--- src/rtl/nla_pkg.sv ---
// Shared constants and types for the nonlinear-engine FIFO controller.
package nla_pkg;

  localparam logic [31:0] NLA_START_MARKER = 32'h7F90_0000;
  localparam int          NLA_FRAME_LEN    = 16;

  typedef enum logic {
    W_IDLE  = 1'b0,
    W_BURST = 1'b1
  } wr_state_e;

endpackage

--- src/rtl/nla_rr_arb2.sv ---
// Two-input round-robin pick: returns a one-hot grant, rr_ptr_i breaks ties.
module nla_rr_arb2 (
  input  logic [1:0] valid_i,
  input  logic       rr_ptr_i,
  output logic [1:0] grant_o
);

  // NOTE: every signal written in always_comb gets a default first so no latch is inferred.
  always_comb begin
    grant_o = 2'b00;
    case (valid_i)
      2'b01:   grant_o = 2'b01;
      2'b10:   grant_o = 2'b10;
      2'b11:   grant_o = rr_ptr_i ? 2'b10 : 2'b01;
      default: grant_o = 2'b00;
    endcase
  end

endmodule

--- src/rtl/nla_fifo_ctrl.sv ---
// Write-side frame arbiter with marker stripping, and read-side sequencer for
// the 1-cycle-latency BRAM FIFO feeding the nonlinear approximation engine.
module nla_fifo_ctrl
  import nla_pkg::*;
#(
  parameter int                DATA_W       = 32,
  parameter int                FRAME_LEN    = NLA_FRAME_LEN,
  parameter int                CNT_W        = 16,
  parameter logic [DATA_W-1:0] START_MARKER = NLA_START_MARKER
) (
  input  logic              clk_i,
  input  logic              rstn_i,
  input  logic              p0_valid_i,
  input  logic [DATA_W-1:0] p0_data_i,
  output logic              p0_ready_o,
  input  logic              p1_valid_i,
  input  logic [DATA_W-1:0] p1_data_i,
  output logic              p1_ready_o,
  output logic              fifo_wr_en_o,
  output logic [DATA_W-1:0] fifo_wdata_o,
  input  logic              fifo_full_i,
  output logic              fifo_rd_en_o,
  input  logic [DATA_W-1:0] fifo_rdata_i,
  input  logic              fifo_empty_i,
  output logic              out_valid_o,
  output logic [DATA_W-1:0] out_data_o,
  output logic              out_last_o,
  input  logic              out_ready_i,
  output logic [1:0]        grant_o
);

  localparam logic [CNT_W-1:0] LAST_CNT = CNT_W'(FRAME_LEN - 1);

  // ---------------- write side ----------------
  wr_state_e         state_q;
  logic [1:0]        grant_q;
  logic              rr_ptr_q;
  logic [CNT_W-1:0]  wr_cnt_q;
  logic [1:0]        arb_grant;
  logic              in_burst;
  logic              accept;
  logic              wr_fire;
  logic [DATA_W-1:0] g_data;

  nla_rr_arb2 u_arb (
    .valid_i  ({p1_valid_i, p0_valid_i}),
    .rr_ptr_i (rr_ptr_q),
    .grant_o  (arb_grant)
  );

  assign in_burst     = (state_q == W_BURST);
  assign p0_ready_o   = in_burst & grant_q[0] & ~fifo_full_i;
  assign p1_ready_o   = in_burst & grant_q[1] & ~fifo_full_i;
  assign accept       = (p0_ready_o & p0_valid_i) | (p1_ready_o & p1_valid_i);
  assign g_data       = grant_q[1] ? p1_data_i : p0_data_i;
  assign wr_fire      = accept & (g_data != START_MARKER);
  assign fifo_wr_en_o = wr_fire;
  assign fifo_wdata_o = wr_fire ? g_data : '0;
  assign grant_o      = grant_q;

  // NOTE: sequential state is updated with non-blocking assignments only.
  always_ff @(posedge clk_i or negedge rstn_i) begin
    if (!rstn_i) begin
      state_q  <= W_IDLE;
      grant_q  <= 2'b00;
      rr_ptr_q <= 1'b0;
      wr_cnt_q <= '0;
    end else begin
      case (state_q)
        W_IDLE: begin
          if (|arb_grant) begin
            grant_q <= arb_grant;
            state_q <= W_BURST;
          end
        end
        W_BURST: begin
          if (wr_fire) begin
            if (wr_cnt_q == LAST_CNT) begin
              // Hand priority to the other producer and idle one cycle.
              wr_cnt_q <= '0;
              rr_ptr_q <= grant_q[0];
              grant_q  <= 2'b00;
              state_q  <= W_IDLE;
            end else begin
              wr_cnt_q <= wr_cnt_q + CNT_W'(1);
            end
          end
        end
        default: state_q <= W_IDLE;
      endcase
    end
  end

  // ---------------- read side ----------------
  logic              rd_pend_q,  rd_pend_d;
  logic              out_valid_q, out_valid_d;
  logic [DATA_W-1:0] out_data_q, out_data_d;
  logic [CNT_W-1:0]  rd_cnt_q,   rd_cnt_d;
  logic              rd_issue;
  logic              out_fire;
  logic              rd_last;

  // Strobe is gated by reset so no read escapes while the controller is held.
  assign rd_issue = rstn_i & ~fifo_empty_i & ~rd_pend_q & (~out_valid_q | out_ready_i);
  assign out_fire = out_valid_q & out_ready_i;
  assign rd_last  = (rd_cnt_q == LAST_CNT);

  always_comb begin
    rd_pend_d   = rd_issue;
    out_valid_d = out_valid_q;
    out_data_d  = out_data_q;
    rd_cnt_d    = rd_cnt_q;
    if (rd_pend_q) begin
      out_valid_d = 1'b1;
      out_data_d  = fifo_rdata_i;
    end else if (out_fire) begin
      out_valid_d = 1'b0;
    end
    if (out_fire) begin
      rd_cnt_d = rd_last ? '0 : rd_cnt_q + CNT_W'(1);
    end
  end

  always_ff @(posedge clk_i or negedge rstn_i) begin
    if (!rstn_i) begin
      rd_pend_q   <= 1'b0;
      out_valid_q <= 1'b0;
      out_data_q  <= '0;
      rd_cnt_q    <= '0;
    end else begin
      rd_pend_q   <= rd_pend_d;
      out_valid_q <= out_valid_d;
      out_data_q  <= out_data_d;
      rd_cnt_q    <= rd_cnt_d;
    end
  end

  assign fifo_rd_en_o = rd_issue;
  assign out_valid_o  = out_valid_q;
  assign out_data_o   = out_data_q;
  assign out_last_o   = out_valid_q & rd_last;

endmodule

--- config.mk ---
export PLATFORM = sky130hd
export DESIGN_NAME = nla_fifo_ctrl
export DESIGN_NICKNAME = d
export VERILOG_FILES = /design/src/rtl/nla_pkg.sv /design/src/rtl/nla_rr_arb2.sv /design/src/rtl/nla_fifo_ctrl.sv
export SDC_FILE = /design/constraint.sdc
export NUM_CORES = 1
export LEC_CHECK = 0
export CORE_MARGIN = 1
export CORE_UTILIZATION = 46
export DETAILED_ROUTE_END_ITERATION = 6
export PLACE_DENSITY = 0.93
export SYNTH_ARGS = -nofsm -noshare
export SYNTH_HDL_FRONTEND = slang
export SYNTH_SLANG_ARGS = --single-unit
--- constraint.sdc ---
create_clock -name clk_i -period 2.9 [get_ports clk_i]
set_clock_uncertainty 0.05 [all_clocks]
set_input_delay 0.29 -clock clk_i [delete_from_list [all_inputs] [get_ports clk_i]]
set_output_delay 0.29 -clock clk_i [all_outputs]
set_load 0.02 [all_outputs]
Word-level counts from Yosys, hierarchy flattened
Cells that the tools add are included.
{ "op_classes": {"n_div": 0, "n_mul": 0, "mux": 16, "bitwise": 19, "n_reduce_logical": 5, "shift": 0, "order_cmp": 0, "n_addsub": 2, "eq_ne": 9} }
{ "ops": {"columns": ["operator", "n"], "rows": [
  ["$mux 32", 2],
  ["$add 16x1->16 const B", 2],
  ["$eq 16x4->1 const B", 2],
  ["$mux 16", 2],
  ["$ne 32x31->1 const B", 1],
  ["$and 1x1->1", 12],
  ["$mux 2", 4],
  ["$pmux 2 s3", 1],
  ["$reduce_and 3->1", 2],
  ["$mux 1", 5],
  ["$not 1->1", 5],
  ["$eq 2x2->1 const B", 2],
  ["$ne 2x1->1 const B", 2],
  ["$pmux 2 s2", 1],
  ["$eq 2x1->1 const B", 1],
  ["$ne 2x2->1 const B", 1],
  ["$or 1x1->1", 2],
  ["$pmux 1 s2", 1],
  ["$reduce_and 2->1", 1],
  ["$reduce_bool 2->1", 1],
  ["$reduce_or 2->1", 1]
]} }
{ "totals": {"memories": 0, "latchBits": 0, "romBits": 0, "ramBits": 0, "elab_cells": 59, "regBits": 70} }

Longest topological paths before layout
Gate-level depths: netlist (run 1).
{ "logic_depth": {"depth_word": 7, "ltp_mapped": 7} }

Modules after synthesis
Synthesis (run 1) repeated with hierarchy kept, for this count alone.
{ "hier_totals": {"hier_cells": 366, "hier_area_um2": 3873.7} }
{ "by_module_without_submodules": {"columns": ["mod", "area_per_inst_um2", "cells_per_inst", "seq_area_each_um2", "instances"], "rows": [
  ["nla_fifo_ctrl", 3854.9, 363, 1751.7, 1],
  ["nla_rr_arb2", 18.8, 3, 0.0, 1]
]} }

Worst setup path after synthesis (run 1)
No wires, ideal clock.
{ "synth_path": {"path_type": "flip-flop to output port", "start": "register grant_q[1] (netlist: grant_o[1])", "end": "output port fifo_wdata_o[11]", "t_required_ps": 2560, "path_stages_with_launch": 8, "t_arrival_ps": 1980, "path_slack_ps": 580, "cell_sequence": "dfrtp_1 > buf_6 > and3b_4 > a22oi_4 > or3_1 > buf_4 > buf_6 > nor2_1"} }
{ "synth_between": {"elab_chain_len": 6, "elab_cells_between_ends": 8, "classes_between": "eq/ne (1); mux (2); bitwise (5)"} }
{ "synth_lines": {"columns": ["element", "line_no", "text"], "rows": [
  ["start, declared", "nla_fifo_ctrl.sv:36", "logic [1:0] grant_q;"],
  ["start signal, assigned", "nla_fifo_ctrl.sv:72", "grant_q <= arb_grant;"],
  ["$and 1x1->1 (2 in a row)", "nla_fifo_ctrl.sv:53", "assign p1_ready_o = in_burst & grant_q[1] & ~fifo_full_i;"],
  ["net p1_ready_o", "nla_fifo_ctrl.sv:18", "output logic p1_ready_o,"],
  ["$and 1x1->1", "nla_fifo_ctrl.sv:54", "assign accept = (p0_ready_o & p0_valid_i) | (p1_ready_o & p1_valid_i);"],
  ["$or 1x1->1", "nla_fifo_ctrl.sv:54", null],
  ["$and 1x1->1", "nla_fifo_ctrl.sv:56", "assign wr_fire = accept & (g_data != START_MARKER);"],
  ["$mux 32", "nla_fifo_ctrl.sv:58", "assign fifo_wdata_o = wr_fire ? g_data : '0;"],
  ["end, declared", "nla_fifo_ctrl.sv:20", "output logic [DATA_W-1:0] fifo_wdata_o,"]
]} }
The timed path passes the listed nets, and every way through them passes these cells.

Worst setup path in the final report (run 1)
{ "layout_path": {"start": "input port p0_data_i[4]", "end": "output port fifo_wdata_o[11]"} }
{ "layout_between": {"elab_chain_len": 4} }
{ "layout_lines": {"columns": ["element", "line_no", "text"], "rows": [
  ["start, declared", "nla_fifo_ctrl.sv:14", "input logic [DATA_W-1:0] p0_data_i,"],
  ["$mux 32", "nla_fifo_ctrl.sv:55", "assign g_data = grant_q[1] ? p1_data_i : p0_data_i;"],
  ["$ne 32x31->1", "nla_fifo_ctrl.sv:56", null],
  ["$and 1x1->1", "nla_fifo_ctrl.sv:56", null],
  ["$mux 32", "nla_fifo_ctrl.sv:58", null]
]} }
Every way passes these cells.

==> out/metrics.cfg, run 1 <==
[run_status]
status=completed

[global_routing]
grt_overflow=0
track_usage_pct=26.3
first_global_vias=3847
grt_pass1_wl_um=18300
antenna_found_initial=0
grt_max_degree=71

[layout]
syn_to_final_growth_pct=52.2
drive_above_1_share_pct=19.4
stdcell_area_um2=6120
fin_cells=657
n_antenna_cell=0
fin_nets=652

[power_and_ir_drop]
ir_drop_uv=466
leakagePower_nw=2.70
share_comb_of_total_power_pct=32.7
pwr-share-clk_pct=27.6
power.internal_w=0.00216
switchingPower_w=0.00100
switching_share_pct=31.7
power_frac_seq_pct=39.7
power_density_nw_per_um2=516

[detailed_routing]
routed_wl_um=11600
first_iter_violations=153
vias_per_cell=5.68
vias=3733
ant_nets=0
post-route-drc-count=0
post_drt_wl_per_cell_um=17.7
drt_pass1_iterations=4

[synthesis]
syn_area_um2=4020
synth_cell_types=46
yosysWarnings=0
ys_seq_area_share_pct=43.5
async_flop_share_pct=100
ys.flop_type=dfrtp_1
synth-seq-cells=70
avgSynthCellArea_um2=11.2
netlist_instances=360
syn_nets=465
synth_edf_count=0

[worst_setup_path]
critPathTopFamily=simple AND/OR/NAND/NOR gates
slowest_delay_ns=0.46
crit_fanout=29
critPathKind=in -> out
crit_path_cell_trace=clkdlybuf4s50_1 -> nor4_1 -> nand4_1 -> nor3_2 -> or3_2 -> buf_12 -> nor2_1 -> dlygate4sd2_1
crit_buf_inv=3
crit_slowest_cell=clkdlybuf4s50_1
required_ns=2.56
worstSetupEndpointType=output port
start_kind=primary input
crit_arrival_ns=2.43

[clock_network]
h-tree-depth=3
cts_tree=yes
cts_buffers=9
cts_sinks=70
clock_latency_ns=0.35
clockRootBuffer=clkbuf_8
cts_setup_buffers=0
clk_pin_slew_ns=0.07
cts_buffer_depth=2

[timing]
drv_slew=0
min_period_over_period_pct=95.7
timing.fmax_ghz=0.360
rsz0062_at_grt=false
maxSlewHeadroom_pct=42.1
worstMarginPinSlew_ns=0.869
finalSetupViolCount=0
layout_min_cycle_time_ns=2.77
hold_viol=0

[die]
core_region_area_um2=8340
die_area_um2=9120
pin_count=175
rows=33
start_util_pct=48.2
die_y_um=95.5
die_width_um=95.5

[placement]
hpwl_um=9090
post_dp_cell_area_um2=5930
dpl.cell_count=641
place_congestion=0.919
portBuffers=174

[worst_hold_path]
min_path_type=in -> async

[flow_run]
maxCapViolations=0

## metal layers
layer | up-vias | GRT usage, % | routed length [um]
li1 | 1727 | - | -
met1 | 1780 | 28.2 | 4350
met2 | 191 | 46.3 | 5660
met3 | 35 | 8.29 | 1220
met4 | 0 | 13.3 | 395
met5 | - | 0 | 0
## timing repair
| item | 4_1_cts | 5_1_grt |
|---|---|---|
| resized for setup | 34 | 1 |
| setup endpoints to repair | 33 | 2 |
| gates cloned | 0 | 0 |
| hold buffers | 0 | 0 |
## cells in the mapped netlist (all sizes together), types with 3 or more instances
library cell / n / share of area (%)
dfrtp: 70 / 44
nor2: 39 / 7.4
mux2: 35 / 9.8
mux2i: 32 / 8.0
nand2: 17 / 1.6
nand3: 15 / 1.9
nor4: 14 / 2.2
nor3: 11 / 1.6
o31ai: 11 / 2.3
clkbuf: 9 / 0.84
o21ai: 9 / 1.1
o41ai: 9 / 2.3
a21oi: 8 / 1.0
buf: 8 / 2.1
nand4: 8 / 1.2
xnor2: 8 / 1.7
and3: 7 / 1.1
inv: 7 / 0.65
nor4b: 6 / 1.3
xor2: 6 / 1.3
a21o: 4 / 0.75
and4: 4 / 0.87
or3: 3 / 0.47
## cell usage in the layout, fill, tap and decap left out, types with 13 or more instances in the layout
cell,n
clkdlybuf4s50_1,140
dfrtp_1,69
mux2_2,34
dlygate4sd2_1,33
mux2i_1,32
nor2_4,20
nor2_1,19
buf_4,18
nand2_1,17
nand3_1,15
nor4_1,13
## registers in the layout (all words and copies together), names as in the netlist
signal,count
grant_o,2
in_burst,1
out_data_o,32
out_valid_o,1
rd_cnt_q,16
rd_pend_q,1
rr_ptr_q,1
wr_cnt_q,16
## metrics by stage
| stage | power (W) | setup TNS [ns] | hold slack [ns] | setup slack [ns] | utilization (%) |
|---|---|---|---|---|---|
| detailed placement | 0.00232 | -2.97 | 0.408 | -0.122 | 71.1 |
| global route | 0.00330 | 0 | 0.171 | 0.0210 | 73.4 |
| finish | 0.00316 | 0 | 0.0932 | 0.125 | 73.4 |
| floorplan | 0.00178 | 0 | -0.0556 | 0.580 | - |
| global placement | 0.00227 | -0.767 | 0.412 | -0.0380 | 71.1 |
| CTS | 0.00318 | 0 | 0.129 | 0.124 | 73.3 |
## layout make-up
type	count	area, um^2
Clock inverter	7	97.6
Clock buffer	9	124
Inverter	7	26.3
Tap cell	105	131
Timing Repair Buffer	193	1850
Multi-Input combinational cell	266	2140
Sequential cell	70	1750
Fill cell	572	2220
## cell families after synthesis
logic type | Yosys count | share of synthesized area (%)
adder cells (fa/ha/maj) | 2 | 0.622
flip-flops | 70 | 43.5
multiplexers | 67 | 17.8
buffers and inverters | 24 | 3.58
XOR/XNOR | 14 | 3.05
AO/OA/AOI/OAI | 49 | 9.83
AND/OR/NAND/NOR | 134 | 21.6
## power groups by stage
stage / Sequential, W / Combinational [W] / Clock (W)
detailed placement: 0.00127 / 0.00105 / 0
global route: 0.00127 / 0.00110 / 0.000924
finish: 0.00126 / 0.00103 / 0.000873
global placement: 0.00126 / 0.00102 / 0
CTS: 0.00126 / 0.00104 / 0.000890
floorplan: 0.00137 / 0.000408 / 0
## path summary, 6_finish.rpt
| kind | start | to | slack [ns] | depth (start not counted) |
|---|---|---|---|---|
| max | p0_data_i[4] | fifo_wdata_o[11] | 0.13 | 8 |
| min | rstn_i | out_data_o[2] | 0.09 | 2 |
| max reg2reg | wr_cnt_q[8] | rr_ptr_q | 0.67 | 5 |
| min reg2reg | rd_cnt_q[15] | rd_cnt_q[15] | 0.43 | 1 |
| max in group asynchronous | rstn_i | grant_o[1] | 2.09 | 2 |
| min in group clk_i | rstn_i | rd_pend_q | 0.18 | 2 |
## worst register-to-register path, stage by stage (launching register included)
cell,delay [ns]
dfrtp_1,0.46
nor4_1,0.39
and4_1,0.47
nand2_1,0.13
a21oi_1,0.25
mux2_2,0.37
No activity file was read; power rests on OpenSTA's default activity.
==> inputs of run 2 (changes only) <==
--- a/config.mk
+++ b/config.mk
@@ -8,6 +8,7 @@
 export CORE_MARGIN = 1
 export CORE_UTILIZATION = 46
 export DETAILED_ROUTE_END_ITERATION = 6
+export GPL_TIMING_DRIVEN = 0
 export PLACE_DENSITY = 0.93
 export SYNTH_ARGS = -nofsm -noshare
 export SYNTH_HDL_FRONTEND = slang
==> out/metrics.cfg, run 2 (synthesized netlist as in run 1, its figures left out) <==
[worst_setup_path]
start_kind=primary input
crit_slowest_cell=clkdlybuf4s50_1
crit_fanout=10  ; -66%
crit_path_cell_trace=clkdlybuf4s50_1 -> nor4_2 -> nand4_1 -> nor3_2 -> or3_1 -> buf_4 -> buf_8 -> nor2_4 -> dlygate4sd2_1
worstSetupEndpointType=output port
crit_arrival_ns=2.54  ; +0.11 ns
critPathKind=in -> out
slowest_delay_ns=0.48  ; +0.02 ns
required_ns=2.56  ; about the same

[die]
die_area_um2=9120  ; unchanged
pin_count=175  ; unchanged
die_y_um=95.5  ; unchanged
core_region_area_um2=8340  ; unchanged
die_width_um=95.5  ; unchanged
rows=33  ; unchanged
start_util_pct=48.2  ; unchanged

[timing]
layout_min_cycle_time_ns=2.88  ; +0.105 ns
whs_ns=-0.00349  ; -0.0967 ns
timing.fmax_ghz=0.347  ; -3.7%
drv_slew=0  ; unchanged
hold_viol=3  ; +3
maxSlewHeadroom_pct=41.6  ; -0.47 points
worstMarginPinSlew_ns=0.876  ; +0.00708 ns
setup_tns_ns=0  ; unchanged
min_period_over_period_pct=99.3  ; +3.6 points
finalSetupViolCount=0  ; unchanged
rsz0062_at_grt=false

[layout]
fin_cells=658  ; +0.15%
syn_to_final_growth_pct=53.1
fin_nets=652  ; unchanged
drive_above_1_share_pct=18.3  ; -1.1 points
largest_reg_flops=32  ; unchanged
final_cell_mix=clkdlybuf4s50_1 (140), dfrtp_1 (70), mux2_2 (34), mux2i_1 (32), dlygate4sd2_1 (28)
final_common_cell=clkdlybuf4s50_1

[clock_network]
cts_buffer_depth=2  ; unchanged
cts_sinks=70  ; unchanged
cts_buffers=9  ; unchanged
clockRootBuffer=clkbuf_8
ctsHoldBuffers=0  ; unchanged
clock_latency_ns=0.35  ; about the same
h-tree-depth=3  ; unchanged
clk_pin_slew_ns=0.07  ; about the same
cts_tree=yes

[detailed_routing]
vias=3716  ; -0.46%
post_drt_wl_per_cell_um=18.1  ; +2.2%
routed_wl_um=11900  ; +2.3%
met2_length_um=5770  ; +2.0%
drt_pass1_iterations=5  ; +1
post-route-drc-count=0  ; unchanged
vias_per_cell=5.65  ; -0.61%
met3RoutedLength_um=1380  ; +13%
first_iter_violations=225  ; +47%
drt-met1-wl_um=4420  ; +1.6%
ant_nets=0  ; unchanged
highest_layer=met4

[global_routing]
track_usage_pct=26.4  ; +0.17 points
grt_overflow=0  ; unchanged
first_global_vias=3807  ; -1.0%
grt_pass1_wl_um=18200  ; -0.34%
antenna_found_initial=1  ; +1
grt_max_degree=72  ; +1.4%

[run_status]
status=finished with violations
violations=negative hold slack

[placement]
dpl.cell_count=639  ; -0.31%
place_congestion=0.892  ; -3.0%
portBuffers=174  ; unchanged
hpwl_um=9090  ; -0.11%

[power_and_ir_drop]
leakagePower_nw=2.70  ; about the same
ir_drop_uv=405  ; -13%
power_density_nw_per_um2=528  ; +2.2%

[flow_run]
maxCapViolations=0  ; unchanged

[worst_hold_path]
min_path_type=in -> async

==> run 2: cell types whose count changed in the layout (fill, tap and decap cells not counted), sizes merged <==
cell / change
dlygate4sd2: -5
bufinv: +1
buf: -9
clkinv: -1
clkbuf: +10
diode: +1
dlymetal6s2s: +2
clkdlybuf4s15: +2
==> run 2: power breakdown <==
group	internal (W)	switching [W]
clock network	0.000574	0.000381
registers	0.00113	0.000119
logic	0.000543	0.000501
==> run 2: metrics by stage <==
step	area [um^2]	setup slack [ns]	hold slack, ns	power (W)	utilization [%]
after detailed placement	5890	-0.393	0.414	0.00232	70.7
after global placement	5900	-1.44	0.412	0.00228	70.7
after CTS	6140	0.0186	0.0334	0.00327	73.6
after floorplan	4020	0.580	-0.0556	0.00178	-
final	6160	0.0198	-0.00349	0.00325	73.8
after global routing	6160	0.00494	0.0681	0.00340	73.8
==> run 2: critical path, delay by kind of cell <==
family        cells  cell delay (ns)
buf+inv           4             1.21
simple gates      5             1.03
==> run 2: path summary, 6_finish.rpt <==
path / depth (start not counted) / slack [ns] / endpoint / start
min in group clk_i: 1 / 0.43 / wr_cnt_q[15] / wr_cnt_q[15]
worst max register to register: 6 / 0.69 / rr_ptr_q / wr_cnt_q[8]
worst min-delay path: 1 / -0.003 / out_data_o[10] / rstn_i
worst min register to register: 1 / 0.43 / wr_cnt_q[15] / wr_cnt_q[15]
worst max-delay path: 9 / 0.02 / fifo_wdata_o[2] / p1_data_i[9]
max in group asynchronous: 1 / 2.22 / rr_ptr_q / rstn_i
==> run 2: final cells by class <==
cell class	instances	area [um^2]
well taps	105	131
inverters	7	26.3
flip-flops and latches	70	1750
clock buffers	9	124
clock inverters	7	120
plain buffers	17	118
repair buffers	176	1720
diodes	1	2.50
multi-input cells	266	2160
fillers	552	2180
==> run 2: metal layers <==
layer  GRT usage, %  vias to the layer above
met5              0                        -
met4           10.2                        0
met3           10.8                       22
met2           47.1                      205
met1           27.6                     1777
li1               -                     1712
==> run 2: timing repair <==
item / in CTS / in global routing
pin swaps: 2 / 0
gates resized for setup: 35 / 8
setup endpoints to repair: 33 / 25
setup buffers: 2 / 0
